==> config.mk <==
export PLATFORM = sky130hd
export DESIGN_NAME = golay24_decoder
export DESIGN_NICKNAME = d
export VERILOG_FILES = /design/src/rtl/golay_pkg.sv /design/src/rtl/golay24_syndrome.sv /design/src/rtl/golay24_decoder.sv
export SDC_FILE = /design/constraint.sdc
export NUM_CORES = 1
export LEC_CHECK = 0
export BUFFER_PORTS_ARGS = -buffer_cell sky130_fd_sc_hd__buf_4
export CORE_ASPECT_RATIO = 1.1
export CORE_UTILIZATION = 55
export DETAILED_ROUTE_END_ITERATION = 12
export GPL_ROUTABILITY_DRIVEN = 0
export PLACE_DENSITY = 0.79
export SYNTH_ARGS = -nofsm -noshare
export SYNTH_HDL_FRONTEND = slang
export SYNTH_SLANG_ARGS = --single-unit
==> constraint.sdc <==
create_clock -name clk -period 11.6 [get_ports clk]
set_clock_uncertainty 0.2 [all_clocks]
set_input_delay 1.74 -clock clk [delete_from_list [all_inputs] [get_ports clk]]
set_output_delay 1.74 -clock clk [all_outputs]
set_load 0.1 [all_outputs]
==> src/rtl/golay_pkg.sv <==
// rtl/golay_pkg.sv - shared constants, GF(2) helpers and FSM states for the Golay(24,12) decoder
//
// Contents:
//   B_ROWS      rows b_i of the symmetric 12x12 Golay matrix B (B*B = I)
//   gf2_mul_b   12-bit row vector times B over GF(2)
//   popcount12  Hamming weight of a 12-bit vector
//   golay_encode {data, data*B}
//   state_t     decoder FSM states
package golay_pkg;

    // B_ROWS[i] is row b_i; bit j of B_ROWS[i] is B[i][j]. Because B is
    // symmetric, reversing both the row order and the bit order keeps
    // B[i][j] == B[j][i] in this indexing.
    localparam logic [11:0][11:0] B_ROWS = {
        12'b110111000101,   // b_11
        12'b101110001011,   // b_10
        12'b011100010111,   // b_9
        12'b111000101101,   // b_8
        12'b110001011011,   // b_7
        12'b100010110111,   // b_6
        12'b000101101111,   // b_5
        12'b001011011101,   // b_4
        12'b010110111001,   // b_3
        12'b101101110001,   // b_2
        12'b011011100011,   // b_1
        12'b111111111110    // b_0
    };

    typedef enum logic [2:0] {
        IDLE  = 3'd0,
        SYN   = 3'd1,
        SCAN1 = 3'd2,
        QB    = 3'd3,
        SCAN2 = 3'd4,
        DONE  = 3'd5
    } state_t;

    // v*B: XOR of the rows selected by the set bits of v.
    function automatic logic [11:0] gf2_mul_b(input logic [11:0] v);
        logic [11:0] r;
        r = '0;
        for (int i = 0; i < 12; i++) begin
            if (v[i]) r = r ^ B_ROWS[i];
        end
        return r;
    endfunction

    function automatic logic [3:0] popcount12(input logic [11:0] v);
        logic [3:0] c;
        c = '0;
        for (int i = 0; i < 12; i++) begin
            c = c + {3'b000, v[i]};
        end
        return c;
    endfunction

    function automatic logic [23:0] golay_encode(input logic [11:0] data);
        return {data, gf2_mul_b(data)};
    endfunction

endpackage

==> src/rtl/golay24_syndrome.sv <==
// rtl/golay24_syndrome.sv - combinational syndrome s, its image q = s*B, and their weights
//
// Ports:
//   d_r   in   12  received data field
//   p_r   in   12  received parity field
//   s     out  12  syndrome p_r ^ d_r*B
//   s_wt  out  4   weight of s
//   q     out  12  s*B
//   q_wt  out  4   weight of q
module golay24_syndrome
    import golay_pkg::*;
(
    input  logic [11:0] d_r,
    input  logic [11:0] p_r,
    output logic [11:0] s,
    output logic [3:0]  s_wt,
    output logic [11:0] q,
    output logic [3:0]  q_wt
);

    always_comb begin
        s    = p_r ^ gf2_mul_b(d_r);
        q    = gf2_mul_b(s);
        s_wt = popcount12(s);
        q_wt = popcount12(q);
    end

endmodule

==> src/rtl/golay24_decoder.sv <==
// rtl/golay24_decoder.sv - sequential extended Golay(24,12) decoder correcting up to 3 bit errors
//
// Optional feature macro: GOLAY_DEC_STATS_EN (statistics counters; tied to 0 when undefined)
//
// Ports:
//   clk, rst_n        clock, asynchronous active-low reset
//   in_valid/in_ready codeword_in handshake ({data[11:0], parity[11:0]})
//   out_valid/out_ready result handshake
//   data_out          corrected data
//   err_count         weight of applied error pattern (0-3)
//   error_detected    syndrome was nonzero
//   error_corrected   a 1-3 bit correction was applied
//   uncorrectable     4-bit error detected, data passed through
//   corrected_cnt     results delivered with error_corrected (saturating)
//   uncorr_cnt        results delivered with uncorrectable (saturating)
module golay24_decoder
    import golay_pkg::*;
#(
    parameter int CNT_WIDTH = 16
) (
    input  logic                 clk,
    input  logic                 rst_n,
    input  logic                 in_valid,
    output logic                 in_ready,
    input  logic [23:0]          codeword_in,
    output logic                 out_valid,
    input  logic                 out_ready,
    output logic [11:0]          data_out,
    output logic [2:0]           err_count,
    output logic                 error_detected,
    output logic                 error_corrected,
    output logic                 uncorrectable,
    output logic [CNT_WIDTH-1:0] corrected_cnt,
    output logic [CNT_WIDTH-1:0] uncorr_cnt
);

    state_t      state, state_nxt;
    logic [3:0]  idx, idx_nxt;
    logic [11:0] d_r, p_r;
    logic [11:0] s, q;
    logic [3:0]  s_wt, q_wt;

    logic        accept;
    logic [11:0] row_b, unit, s_row, q_row;
    logic        res_load;
    logic [11:0] e_d_n, e_p_n;
    logic        unc_n;
    logic [11:0] res_data;
    logic [2:0]  res_cnt;
    logic        res_det, res_corr;

    golay24_syndrome u_syndrome (
        .d_r  (d_r),
        .p_r  (p_r),
        .s    (s),
        .s_wt (s_wt),
        .q    (q),
        .q_wt (q_wt)
    );

    // in_ready is a registered copy of (state == IDLE) so it reads 0 while
    // reset is held and rises on the first edge after release.
    assign accept = in_valid && in_ready;
    assign row_b  = B_ROWS[idx];
    assign unit   = 12'b1 << idx;
    assign s_row  = s ^ row_b;
    assign q_row  = q ^ row_b;

    always_comb begin
        state_nxt = state;
        idx_nxt   = idx;
        res_load  = 1'b0;
        e_d_n     = '0;
        e_p_n     = '0;
        unc_n     = 1'b0;
        case (state)
            IDLE: begin
                if (accept) state_nxt = SYN;
            end
            SYN: begin
                if (s_wt <= 4'd3) begin
                    e_p_n     = s;
                    res_load  = 1'b1;
                    state_nxt = DONE;
                end else begin
                    idx_nxt   = '0;
                    state_nxt = SCAN1;
                end
            end
            SCAN1: begin
                // Single data-bit error at position idx plus <=2 parity errors.
                if (popcount12(s_row) <= 4'd2) begin
                    e_d_n     = unit;
                    e_p_n     = s_row;
                    res_load  = 1'b1;
                    state_nxt = DONE;
                end else if (idx == 4'd11) begin
                    state_nxt = QB;
                end else begin
                    idx_nxt = idx + 4'd1;
                end
            end
            QB: begin
                // Errors confined to the data field: q equals the data error.
                if (q_wt <= 4'd3) begin
                    e_d_n     = q;
                    res_load  = 1'b1;
                    state_nxt = DONE;
                end else begin
                    idx_nxt   = '0;
                    state_nxt = SCAN2;
                end
            end
            SCAN2: begin
                // Single parity-bit error at position idx plus <=2 data errors.
                if (popcount12(q_row) <= 4'd2) begin
                    e_d_n     = q_row;
                    e_p_n     = unit;
                    res_load  = 1'b1;
                    state_nxt = DONE;
                end else if (idx == 4'd11) begin
                    unc_n     = 1'b1;
                    res_load  = 1'b1;
                    state_nxt = DONE;
                end else begin
                    idx_nxt = idx + 4'd1;
                end
            end
            DONE: begin
                if (out_ready) state_nxt = IDLE;
            end
            default: state_nxt = IDLE;
        endcase

        // An uncorrectable word leaves both error vectors at zero, so the
        // data passes through unchanged and the weight reads 0.
        res_data = d_r ^ e_d_n;
        res_cnt  = 3'(popcount12(e_d_n) + popcount12(e_p_n));
        res_det  = (s != '0) || unc_n;
        res_corr = !unc_n && (res_cnt != 3'd0);
    end

    always_ff @(posedge clk or negedge rst_n) begin
        if (!rst_n) begin
            state           <= IDLE;
            idx             <= '0;
            d_r             <= '0;
            p_r             <= '0;
            in_ready        <= 1'b0;
            out_valid       <= 1'b0;
            data_out        <= '0;
            err_count       <= '0;
            error_detected  <= 1'b0;
            error_corrected <= 1'b0;
            uncorrectable   <= 1'b0;
        end else begin
            state     <= state_nxt;
            idx       <= idx_nxt;
            in_ready  <= (state_nxt == IDLE);
            out_valid <= (state_nxt == DONE);
            if (accept) begin
                d_r <= codeword_in[23:12];
                p_r <= codeword_in[11:0];
            end
            if (res_load) begin
                data_out        <= res_data;
                err_count       <= res_cnt;
                error_detected  <= res_det;
                error_corrected <= res_corr;
                uncorrectable   <= unc_n;
            end
        end
    end

`ifdef GOLAY_DEC_STATS_EN
    logic [CNT_WIDTH-1:0] corr_q, unc_q;
    localparam logic [CNT_WIDTH-1:0] CNT_ONE = {{(CNT_WIDTH-1){1'b0}}, 1'b1};

    always_ff @(posedge clk or negedge rst_n) begin
        if (!rst_n) begin
            corr_q <= '0;
            unc_q  <= '0;
        end else if (out_valid && out_ready) begin
            if (error_corrected && (corr_q != '1)) corr_q <= corr_q + CNT_ONE;
            if (uncorrectable && (unc_q != '1))    unc_q  <= unc_q + CNT_ONE;
        end
    end

    assign corrected_cnt = corr_q;
    assign uncorr_cnt    = unc_q;
`else
    assign corrected_cnt = '0;
    assign uncorr_cnt    = '0;
`endif

endmodule

### Word level (Yosys, flattened, before mapping)

Memory sizes are Yosys's and may differ from the RTL's.
Cells that the tools add are included.

| word-level totals | value |
|---|---|
| memories kept | 1 |
| latch bits | 0 |
| bits of input ports | 28 |
| output and inout port bits | 52 |
| memory bits (read-only) | 192 |
| flip-flop bits (word level) | 51 |
| logic and storage cells | 189 |
| bits in writable memories | 0 |

Memories:

| name | words | width | rd ports | clocked after memory_dff | write ports | RTL line | RTL |
|---|---|---|---|---|---|---|---|
| (name not given) | 16 | 12 | 1 | 0 | 0 | golay24_decoder.sv:64 | `assign row_b = B_ROWS[idx];` |

| cells by class | value |
|---|---|
| bitwise logic cells | 26 |
| multipliers | 0 |
| equal/unequal tests | 11 |
| $add $sub $neg | 68 |
| div/mod/pow operators | 0 |
| mux-type cells | 56 |
| order comparisons | 5 |
| reduce and logical (&&, ||, !) cells | 10 |
| shift-type cells | 1 |

Operators with widths:

| kind | number |
|---|---|
| 12-bit two-way mux | 21 |
| 7-bit inverter | 22 |
| 4-bit by 1-bit adder with 4-bit output | 36 |
| 12-bit one-hot mux with 3 select lines | 2 |
| 11-bit two-way mux | 6 |
| 3-bit by 1-bit adder with 3-bit output | 18 |
| 12-bit bitwise XOR | 4 |
| 3-bit two-way mux | 7 |
| 10-bit two-way mux | 2 |
| 4-bit two-way mux | 5 |
| 9-bit two-way mux | 2 |
| 3-bit one-hot mux with 6 select lines | 1 |
| 4-bit by 2-bit <= comparator with 1-bit output, second input constant | 4 |
| 4-bit one-hot mux with 4 select lines | 1 |
| 1-bit by 1-bit adder with 2-bit output | 6 |
| 2-bit by 1-bit adder with 3-bit output | 4 |
| 12-bit nonzero test | 1 |
| 1-bit by 4-bit << shifter with 12-bit output, first input constant | 1 |
| 3-bit == test, second input constant | 3 |
| 3-bit by 1-bit adder with 4-bit output | 2 |
| 1-bit two-way mux | 8 |
| 2-bit inequality test, second input constant | 4 |
| 3-bit by 2-bit == test with 1-bit output, second input constant | 2 |
| 3-bit logical NOT | 2 |
| 12 further kinds | 13 |

### Longest topological paths before layout

Gate-level depths: netlist (run 1).

| logic depth | value |
|---|---|
| word-level depth | 76 |
| depth in mapped cells | 38 |
| depth with buffers taken out | 36 |

### By module

Synthesis (run 1) repeated with hierarchy kept, for this count alone.

| unflattened totals | value |
|---|---|
| cell total of the unflattened synthesis | 652 |
| area, all modules | 6820.3 sq um |

Modules (own cells, without submodules):

| module | instances | seq. area each (sq um) | cells an instance | area each (sq um) |
|---|---|---|---|---|
| golay24_decoder | 1 | 1276.2 | 500 | 4859.7 |
| golay24_syndrome | 1 | 0.0 | 152 | 1960.6 |

### Worst setup path after synthesis (run 1)

No wires, ideal clock.

| timing | value |
|---|---|
| kind | flip-flop to flip-flop |
| from | register d_r[7] |
| to | register error_corrected |
| path slack | 0.283 ns |
| library setup time | 0.095 ns |
| arrival | 11.022 ns |
| required time | 11.305 ns |
| stages on the path, launching flop included | 37 |
| buffers on the path | 3 |
| clock period less this slack | 11.317 ns |
| path through | dfrtp_1 -> buf_2 -> xnor3_1 -> xnor3_1 -> xnor2_1 -> ha_1 -> fa_1 -> xnor2_1 -> xnor3_1 -> xnor2_1 -> fa_1 -> fa_1 -> fa_1 -> fa_1 -> inv_1 -> ha_1 -> fa_1 -> a21o_1 -> nor3_1 -> clkbuf_1 -> buf_1 -> and3_1 -> a21oi_1 -> fa_1 -> inv_1 -> fa_1 -> inv_1 -> fa_1 -> fa_1 -> inv_1 -> fa_1 -> ha_1 -> fa_1 -> xor2_1 -> xnor2_1 -> nor3_1 -> o31ai_1 |

| between the ends | value |
|---|---|
| longest elaborated chain between the ends | 58 |
| elaborated cells between the ends (all ways) | 124 |
| those cells by class | 67 x add/sub; 4 x order compare; 32 x mux; 18 x bitwise; 3 x reduce/logical |

RTL lines:

| element | RTL line | RTL |
|---|---|---|
| start: declaration | golay24_decoder.sv:39 | `logic [11:0] d_r, p_r;` |
| start signal: assignment | golay24_decoder.sv:162 | `d_r <= codeword_in[23:12];` |
| 12-bit two-way mux * (2 in a row) | golay_pkg.sv:43 | `if (v[i]) r = r ^ B_ROWS[i];` |
| 7-bit inverter (no line) | - |  |
| 11-bit two-way mux | golay_pkg.sv:43 |  |
| 7-bit inverter (no line) | - |  |
| 12-bit two-way mux * (2 in a row) | golay_pkg.sv:43 |  |
| 12-bit bitwise XOR * | golay24_syndrome.sv:22 | `s = p_r ^ gf2_mul_b(d_r);` |
| parallel branches: the longest is 50 deep, another holds 12-bit two-way mux | - |  |
| end signal: assignment | golay24_decoder.sv:169 | `error_corrected <= res_corr;` |
| end: declaration | golay24_decoder.sv:31 | `output logic error_corrected,` |

Every way passes the cells marked *.
A chain may end at the register's enable or synchronous reset.

### Worst setup path in the final report (run 1)

Same ends and word-level chain as after synthesis.

==> results.md, run 1 <==
- Status: completed
- Hold Fails Final Rpt: 0
- DR WL met2: 8350 um
- Cell mode on critical path: fa_1
- Count leader, synth: xnor2_1
- Antenna-violating nets left: 0
- Number of vias per cell: 5.98
- Ys Warns: 0
- Netlist Area Pre-Place: 6570 um^2
- Post-place setup slack: 0.0557 ns
- Startpoint types: flop
- Worst Path Max Fanout: 10
- CTS Root Cell: clkbuf_16
- Dominant cells by area after synthesis: dfrtp_1 (19%), fa_1 (12%), xnor3_1 (8.2%), xnor2_1 (8.0%), ha_1 (5.7%)
- Routed WL per cell: 20.1 um
- Post-route setup slack: 0.354 ns
- Clock buffer depth: 2
- Die H: 117 um
- Syn Area/Cell: 9.88 um^2
- Crit path buffers/inverters: 3
- H-tree levels: 2
- Full die area: 12400 um^2
- Die extent in x: 106 um
- First-pass GRT wire length: 26800 um
- Critical Path RT: 11.61 ns
- # diodes: 0
- Tmin final: 11.25 ns
- CP peak stage delay: 0.54 ns
- GRT overflow: 0
- Core Region: 11500 um^2
- # DRC: 0
- # setup viols final: 0
- Max Freq: 88.9 MHz
- Cells after Synth: 665
- Synth Area in XOR/XNOR: 25.6%
- Prevailing post-synth register cell: dfrtp_1
- Post-synth EDFFs: 0
- Least-Margin Pin Slew: 1.10 ns
- Maximum number of pins on one net before global-route repair: 52
- Max Slew Vio Count: 0
- Worst hold path class: reg -> reg
- Routed vias: 5122
- Slew margin rel.: 26.4%
- Post-synth top area share: 19.4%
- Wire length on met1: 6370 um
- Total negative slack: 0 ns
- CTS tree: done
- Num Clock Sinks: 51
- Synth Area in Compound Gates: 11.1%
- Top delay family on crit path: adder cells
- Fin crit share: 96.9%
- Clock Pin Slew Worst Setup and Hold Paths: 0.07 ns
- Vias in the first global route: 5161
- Num CTS Buffers: 5
- Largest area contributor in the netlist: dfrtp_1
- # rows: 41
- Proportion of synthesized area in mux cells: 4.89%
- I/O pins: 80
- Sequential area share after synthesis: 19.4%
- Input/output buffers: 47
- Netlist cell types: 71
- Total GRT Usage: 28.7%
- WS Path Type: reg -> reg
- Setup bufs post-CTS: 0
- RSZ-0062 raised after global routing: false
- Top Metal Used: met4
- Leading post-synthesis cells by instance count: xnor2_1 (60), dfrtp_1 (51), inv_1 (47), nor2_1 (42), fa_1 (40)
- Synth Register Bits: 51
- Nets: 803
- Post-DP HPWL: 13200 um
- Simple-gate share of the synthesized area: 12.0%
- Clock Latency Late Sink: 0.31 ns
- Layout cells sized above 1: 20.3%
- Initial Utilization: 56.9%
- Post-synthesis adder-cell area fraction: 17.9%
- Main combinational cell family by area after synthesis: XOR/XNOR gates
- Max-Cap Viols: 0
- Setup crit end kind: flop
- Post-synth ARST share: 100%
- Post-Route WL: 17200 um
- Slowest CP cell: fa_1
- Layout area overhead: 10.2%
- Initial antenna violation count: 0
- Metal3 WL: 1600 um
- DR iter-0 viols: 449
- Final design utilization: 62.7%
- Worst endpoint data arrival time: 11.26 ns
- DRT Pass-1 Iters: 7
- Layout fillers: 925
==> metrics by stage <==
stage	instances	instance area, um^2	hold slack [ns]
after floorplan	696	6690	0.291
after global placement	848	6980	0.260
after detailed placement	848	6980	0.258
after CTS	856	7160	0.274
after global routing	856	7240	0.303
final	856	7240	0.273
==> layer usage <==
layer | vias up | global-route usage, %
li1 | 2270 | -
met1 | 2449 | 34.5
met2 | 314 | 49.1
met3 | 89 | 6.03
met4 | 0 | 14.7
met5 | - | 0
==> layout by cell type (no fill, tap or decap), drive strengths merged, types with 2 or more instances in the layout <==
master and count:
mux2i 4, a21o 5, conb 32, or2 3
nor4b 3, xnor2 72, mux2 25, inv 49
clkbuf 6, nor3 21, xor2 22, dfrtp 51
and2 6, o31ai 4, o31a 4, nand2 40
a311oi 3, o311ai 3, xor3 4, buf 68
nand3 16, or3 3, and3 10, fa 40
a211oi 5, nor4 5, a21boi 3, nand2b 7
a31oi 8, nor2 42, nand3b 2, ha 30
o21a 7, a21oi 35, xnor3 28, o21ai 21
==> sequential cells by signal (all words and copies together) (netlist names) <==
name	count
p_r	12
uncorrectable	1
in_ready	1
data_out	12
error_corrected	1
state	3
error_detected	1
out_valid	1
err_count	3
idx	4
d_r	12
==> cell families after synthesis <==
kind of cell	Yosys count
adder cells (fa/ha/maj)	70
multiplexers	29
other	1
XOR/XNOR	126
flip-flops	51
AND/OR/NAND/NOR	162
buffers and inverters	115
AO/OA/AOI/OAI	111
==> worst register-to-register path: cells and delay by family, from the launching register on <==
kind	cells	cell delay, ns
DFF	1	0.50
buffers and inverters	3	0.16
and+or+nand+nor	2	0.52
xor gates and xnor gates	8	2.09
adders and majority gates	15	6.59
AOI/OAI and AO/OA	5	1.09
==> layout make-up <==
cell class	count	area [um^2]	area share [%]
inverters	49	184	2.54
well taps	150	188	2.59
repair buffers	68	518	7.16
clock inverters	2	38.8	0.536
flip-flops and latches	51	1280	17.7
clock buffers	6	139	1.92
multi-input cells	530	4890	67.6
==> path summary, 6_finish.rpt <==
kind,from,endpoint,slack (ns),cells past startpoint
worst max-delay path,d_r[7],error_corrected,0.35,33
worst min-delay path,err_count[0],err_count[0],0.27,2
worst max register to register,d_r[7],error_corrected,0.35,33
worst min register to register,err_count[0],err_count[0],0.27,2
max in group asynchronous,rst_n,d_r[7],9.46,1
min in group asynchronous,rst_n,data_out[11],1.27,1
==> repair_timing <==
action                     4_1_cts  5_1_grt
resized for setup                0       20
setup endpoints to repair        0        3
hold buffers                     0        0
Power of run 1 is not shown: default switching activity piles up to over one toggle a cycle in this logic, so the estimate is an artifact.
==> run 2: changes to the inputs <==
Settings changed: CORE_UTILIZATION 55 to 61, PLACE_DENSITY 0.79 to 0.83.
Clock period 11.6 ns to 11.4 ns, I/O delays scaled along.
==> run 2 against run 1 <==
Die area shrank 9.7%. Non-clock buffer count grew 9. Fmax is essentially flat. Utilization grew 8.2 points. Worst setup slack lost 0.21 ns. Cell count grew 0.47%. Final area grew 2.3%. Sequential share of layout area shrank 0.36 points. Critical path type unchanged. Largest cell class unchanged. Highest routed layer unchanged.
==> results.md, run 2 (synthesized netlist as in run 1, its figures left out) <==
- WS Path Type: reg -> reg (unchanged)
- Startpoint types: flop (unchanged)
- Num Clock Sinks: 51 (unchanged)
- Max Slew Vio Count: 0 (unchanged)
- Slew margin rel.: 21.5% (was 26.4%)
- Worst Path Max Fanout: 6 (was 10)
- DR iter-0 viols: 785 (was 449)
- GRT overflow: 0 (unchanged)
- WHS: 0.267 ns (was 0.273 ns)
- # DRC: 0 (unchanged)
- Post-DP HPWL: 13100 um (was 13200 um)
- First-pass GRT wire length: 28200 um (was 26800 um)
- Die extent in x: 101 um (was 106 um)
- I/O pins: 80 (unchanged)
- Initial Utilization: 62.9% (was 56.9%)
- # hold bufs at CTS: 0 (unchanged)
- Routed WL per cell: 21.8 um (was 20.1 um)
- # rows: 39 (was 41)
- Clock Latency Late Sink: 0.31 ns (about the same)
- Nets: 813 (was 803)
- Max Freq: 88.9 MHz (about the same)
- Fin crit share: 98.7% (was 96.9%)
- Setup crit end kind: flop (unchanged)
- Non-Filler Instances: 860 (was 856)
- Worst hold path class: reg -> reg (unchanged)
- Clock buffer depth: 2 (unchanged)
- Tmin final: 11.25 ns (about the same)
- Post-Route WL: 18800 um (was 17200 um)
- Input/output buffers: 47 (unchanged)
- Slowest CP cell: dfrtp_1 (was fa_1)
- Die H: 111 um (was 117 um)
- Routed vias: 5461 (was 5122)
- Vias in the first global route: 5326 (was 5161)
- Num CTS Buffers: 5 (unchanged)
- Total GRT Usage: 33.6% (was 28.7%)
- Largest regs: d_r x12, data_out x12, p_r x12 (unchanged)
- Max-Cap Viols: 0 (unchanged)
- Core Region: 10400 um^2 (was 11500 um^2)
- Hold Fails Final Rpt: 0 (unchanged)
- Clock Pin Slew Worst Setup and Hold Paths: 0.07 ns (about the same)
- Most common cell after layout, fill and taps aside: buf_4 (unchanged)
- # setup viols final: 0 (unchanged)
- Critical Path RT: 11.41 ns (was 11.61 ns)
- Maximum number of pins on one net before global-route repair: 52 (unchanged)
- DRT Pass-1 Iters: 8 (was 7)
- Status: completed (unchanged)
- Placed Instances: 842 (was 848)
- Full die area: 11200 um^2 (was 12400 um^2)
- Commonest cells after routing, fill and taps aside: buf_4 (75), xnor2_1 (57), dfrtp_1 (47), inv_1 (46), nor2_1 (42) (was buf_4 (67), xnor2_1 (59), dfrtp_1 (49), inv_1 (47), nor2_1 (42))
- Layout area overhead: 12.6% (was 10.2%)
- Least-Margin Pin Slew: 1.17 ns (was 1.10 ns)
- CTS Root Cell: clkbuf_16 (unchanged)
- Worst endpoint data arrival time: 11.26 ns (about the same)
- Cell mode on critical path: fa_1 (unchanged)
- Initial antenna violation count: 0 (unchanged)
- CP peak stage delay: 0.66 ns (was 0.54 ns)
- Final design utilization: 70.9% (was 62.7%)
- CTS tree: done (unchanged)
- H-tree levels: 2 (unchanged)
- Antenna-violating nets left: 0 (unchanged)
- Layout cells sized above 1: 22.9% (was 20.3%)
- Number of vias per cell: 6.35 (was 5.98)
run 2: cell count changes in the layout (fill, tap and decap cells not counted), sizes merged:
cell	previous run	this run
clkinv	1	2
clkbuf	6	5
or3	3	4
diode	0	1
buf	68	77
run 2: metal layers:
metal | global-route usage (%) | up-vias | share of wire [%]
li1 | - | 2283 | -
met1 | 42.7 | 2615 | 35
met2 | 53.2 | 415 | 47
met3 | 6.24 | 148 | 10
met4 | 19.9 | 0 | 7.8
met5 | 0 | - | 0
run 2: through the flow:
step	setup WS, ns	TNS, ns	instance area (um^2)
final	0.148	0	7400
after global routing	-0.165	-0.165	7400
after CTS	0.0176	0	7170
after detailed placement	-0.0425	-0.0425	6980
after global placement	0.353	0	6980
after floorplan	0.0831	0	6690
run 2: path summary, 6_finish.rpt:
path | startpoint | to | slack, ns | depth (start not counted)
worst max register to register | d_r[10] | error_corrected | 0.15 | 32
max in group asynchronous | rst_n | d_r[1] | 9.28 | 1
worst max-delay path | d_r[10] | error_corrected | 0.15 | 32
worst min-delay path | err_count[0] | err_count[0] | 0.27 | 2
min in group asynchronous | rst_n | idx[3] | 1.24 | 1
worst min register to register | err_count[0] | err_count[0] | 0.27 | 2
run 2: cell type report:
class                           count  area [um^2]
Antenna cell                        1         2.50
Clock buffer                        5          125
Clock inverter                      3         47.5
Fill cell                         727         3040
Inverter                           49          184
Multi-Input combinational cell    531         4990
Sequential cell                    51         1280
Tap cell                          143          179
Timing Repair Buffer               77          594
run 2: timing repair:
item | in CTS | in global routing
endpoints found under the setup margin | 1 | 3
setup buffers | 0 | 8
pin swaps | 0 | 12
gates cloned | 0 | 1
resized for setup | 3 | 34
run 2: critical path, delay by kind of cell (launching register included):
kind | cells | cell delay (ns)
XOR/XNOR | 8 | 1.97
buffers and inverters | 3 | 0.19
AND/OR/NAND/NOR | 4 | 1.13
flip-flops | 1 | 0.66
AO/OA/AOI/OAI | 2 | 0.46
adder cells (fa/ha/maj) | 15 | 6.52
Power of run 2 is left out for the same reason.
==> run 3: changes to the inputs <==
Settings changed: ABC_AREA set to 1.
==> run 3 against run 2 <==
Sequential cell count unchanged. Die area up 10%. Sequential share of layout area decreased by 1.3 points. Fmax rose by 1.6%. Global-route usage is 2.0 points higher. Via count up 37%. Utilization down 1.4 points. Register-to-register slack improved by 0.18 ns. Area after synthesis rose by 11%.
==> results.md, run 3 <==
- Status: completed (unchanged)
- Leading post-synthesis cells by instance count: nand2_1 (383), inv_1 (123), nand3_1 (114), nor2_1 (54), dfrtp_1 (51) (was xnor2_1 (60), dfrtp_1 (51), inv_1 (47), nor2_1 (42), fa_1 (40))
- Num CTS Buffers: 5 (unchanged)
- Dominant cells by area after synthesis: nand2_1 (20%), dfrtp_1 (18%), fa_1 (11%), nand3_1 (7.8%), inv_1 (6.3%) (was dfrtp_1 (19%), fa_1 (12%), xnor3_1 (8.2%), xnor2_1 (8.0%), ha_1 (5.7%))
- Max Freq: 90.3 MHz (was 88.9 MHz)
- Worst hold path class: reg -> reg (unchanged)
- Reg2reg path depth: 38 (was 32)
- Routed WL per cell: 16.9 um (was 21.8 um)
- Cells after Synth: 1089 (was 665)
- Setup crit end: error_corrected (unchanged)
- Antenna-violating nets left: 0 (unchanged)
- # hold bufs at CTS: 0 (unchanged)
- Die H: 117 um (was 111 um)
- DRT Pass-1 Iters: 6 (was 8)
- Initial antenna violation count: 0 (unchanged)
- Syn Area/Cell: 6.68 um^2 (was 9.88 um^2)
- Setup crit end kind: flop (unchanged)
- Commonest cells after routing, fill and taps aside: nand2_1 (382), inv_1 (123), nand3_1 (114), buf_4 (77), nor2_1 (53) (was buf_4 (75), xnor2_1 (57), dfrtp_1 (47), inv_1 (46), nor2_1 (42))
- Tmin final: 11.08 ns (was 11.25 ns)
- # rows: 41 (was 39)
- Max Slew Vio Count: 0 (unchanged)
- # diodes: 0 (was 1)
- CP peak stage delay: 0.64 ns (was 0.66 ns)
- Slew margin rel.: 48.0% (was 21.5%)
- Post-synth EDFFs: 0 (unchanged)
- Nets: 1247 (was 813)
- H-tree levels: 2 (unchanged)
- Ys Warns: 0 (unchanged)
- Number of vias per cell: 5.77 (was 6.35)
- Clock Latency Late Sink: 0.30 ns (was 0.31 ns)
- Critical Path RT: 11.39 ns (was 11.41 ns)
- Count leader, synth: nand2_1 (was xnor2_1)
- # DRC: 0 (unchanged)
- Worst endpoint data arrival time: 11.06 ns (was 11.26 ns)
- Synth Register Bits: 51 (unchanged)
- Input/output buffers: 47 (unchanged)
- Least-Margin Pin Slew: 0.778 ns (was 1.17 ns)
- Most common cell after layout, fill and taps aside: nand2_1 (was buf_4)
- Netlist cell types: 48 (was 71)
- WS Path Type: reg -> reg (unchanged)
- Full die area: 12400 um^2 (was 11200 um^2)
- Maximum number of pins on one net before global-route repair: 52 (unchanged)
- Core Region: 11500 um^2 (was 10400 um^2)
- Cell mode on critical path: fa_1 (unchanged)
- CTS Root Cell: clkbuf_16 (unchanged)
- Total GRT Usage: 35.6% (was 33.6%)
- Clock buffer depth: 2 (unchanged)
- Post-synth ARST share: 100% (unchanged)
- R2R Path Start: d_r[0] (was d_r[10])
- Layout cells sized above 1: 18.0% (was 22.9%)
- Post-DP HPWL: 17100 um (was 13100 um)
- Routed vias: 7499 (was 5461)
- Post-synth top area share: 19.8% (was 19.4%)
- Reg2reg end: error_corrected (unchanged)
- Largest regs: d_r x12, data_out x12, p_r x12 (unchanged)
- CTS tree: done (unchanged)
- Slowest CP cell: fa_2 (was dfrtp_1)
- Prevailing post-synth register cell: dfrtp_1 (unchanged)
- Post-Route WL: 22000 um (was 18800 um)
- Netlist Area Pre-Place: 7270 um^2 (was 6570 um^2)
- Hold Fails Final Rpt: 0 (unchanged)
- Initial Utilization: 63.0% (was 62.9%)
- DR iter-0 viols: 881 (was 785)
- Final design utilization: 69.5% (was 70.9%)
- GRT overflow: 0 (unchanged)
- R2R Setup Slk: 0.32 ns (was 0.15 ns)
- Sequential area share after synthesis: 17.5% (was 19.4%)
- Layout area overhead: 10.2% (was 12.6%)
- Startpoint types: flop (unchanged)
- Largest area contributor in the netlist: nand2_1 (was dfrtp_1)
- Fin crit share: 97.2% (was 98.7%)
- Num Clock Sinks: 51 (unchanged)
- Crit. Startpoint: d_r[0] (was d_r[10])
- Clock Pin Slew Worst Setup and Hold Paths: 0.07 ns (about the same)
- Die extent in x: 106 um (was 101 um)
- Worst Path Max Fanout: 8 (was 6)
- # setup viols final: 0 (unchanged)
- First-pass GRT wire length: 33500 um (was 28200 um)
- Max-Cap Viols: 0 (unchanged)
- I/O pins: 80 (unchanged)
- Vias in the first global route: 6753 (was 5326)
run 3: cell types whose count changed in the layout (fill, tap and decap cells not counted), sizes merged, moves of 17 or more:
cell,previous run,this run
nand2,40,426
xnor3,28,0
nor2,42,59
nand3,16,126
xnor2,72,14
inv,49,150
mux2,25,6
run 3: stage by stage:
| stage | setup slack [ns] | hold WS, ns | cell area [um^2] | instances | setup TNS, ns |
|---|---|---|---|---|---|
| 2_1_floorplan | 0.551 | 0.300 | 7390 | 1120 | 0 |
| 3_3_place_gp | 0.448 | 0.279 | 7600 | 1268 | 0 |
| 3_5_place_dp | 0.0526 | 0.285 | 7600 | 1268 | 0 |
| 4_1_cts | 0.0179 | 0.300 | 7760 | 1276 | 0 |
| 5_1_grt | -0.0839 | 0.334 | 8020 | 1300 | -0.0839 |
| 6_report | 0.324 | 0.302 | 8020 | 1300 | 0 |
run 3: how the worst min path moves through the flow:
stage,start,to,slack (ns),cells after the start
after global placement,uncorrectable,uncorrectable,0.28,1
after global routing,err_count[2],err_count[2],0.33,2
after CTS,uncorrectable,uncorrectable,0.30,1
after floorplan,p_r[0],p_r[0],0.30,1
after detailed placement,uncorrectable,uncorrectable,0.28,1
final,uncorrectable,uncorrectable,0.30,1
run 3: logic make-up (layout without fill, tap and decap cells):
group | Yosys count | count (layout) | share of synthesized area [%]
simple gates | 648 | 648 | 41.1
buf+inv | 210 | 240 | 13.6
fa+ha+maj | 70 | 70 | 16.2
compound gates | 57 | 57 | 4.95
flops | 51 | 51 | 17.5
xor+xnor | 46 | 46 | 5.64
mux | 6 | 6 | 0.929
other cells | 1 | 32 | 0.0516
run 3: area by class of cell:
cell class | count | area (um^2)
Multi-Input combinational cell | 859 | 5200
Fill cell | 1024 | 3520
Sequential cell | 51 | 1280
Timing Repair Buffer | 81 | 611
Inverter | 151 | 584
Tap cell | 150 | 188
Clock buffer | 6 | 139
Clock inverter | 2 | 16.3
run 3: layer usage:
layer | vias up | routed length [um] | GRT usage [%]
li1 | 3457 | - | -
met1 | 3377 | 8090 | 42.8
met2 | 530 | 10100 | 59.7
met3 | 135 | 2220 | 4.85
met4 | 0 | 1660 | 24.7
met5 | - | 0 | 0
run 3: worst max-delay path, delay by kind of cell, from the launching register on:
| kind | cells | cell delay, ns |
|---|---|---|
| fa+ha+maj | 15 | 6.76 |
| xor+xnor | 8 | 1.57 |
| buf+inv | 7 | 0.65 |
| simple gates | 4 | 0.64 |
| flops | 1 | 0.55 |
| compound gates | 4 | 0.54 |
run 3: what timing repair did:
action,4_1_cts,5_1_grt
gates resized for setup,1,23
setup buffers,0,22
pin swaps,0,20
gates cloned,0,2
setup endpoints to repair,1,3
Power of run 3 is left out for the same reason.
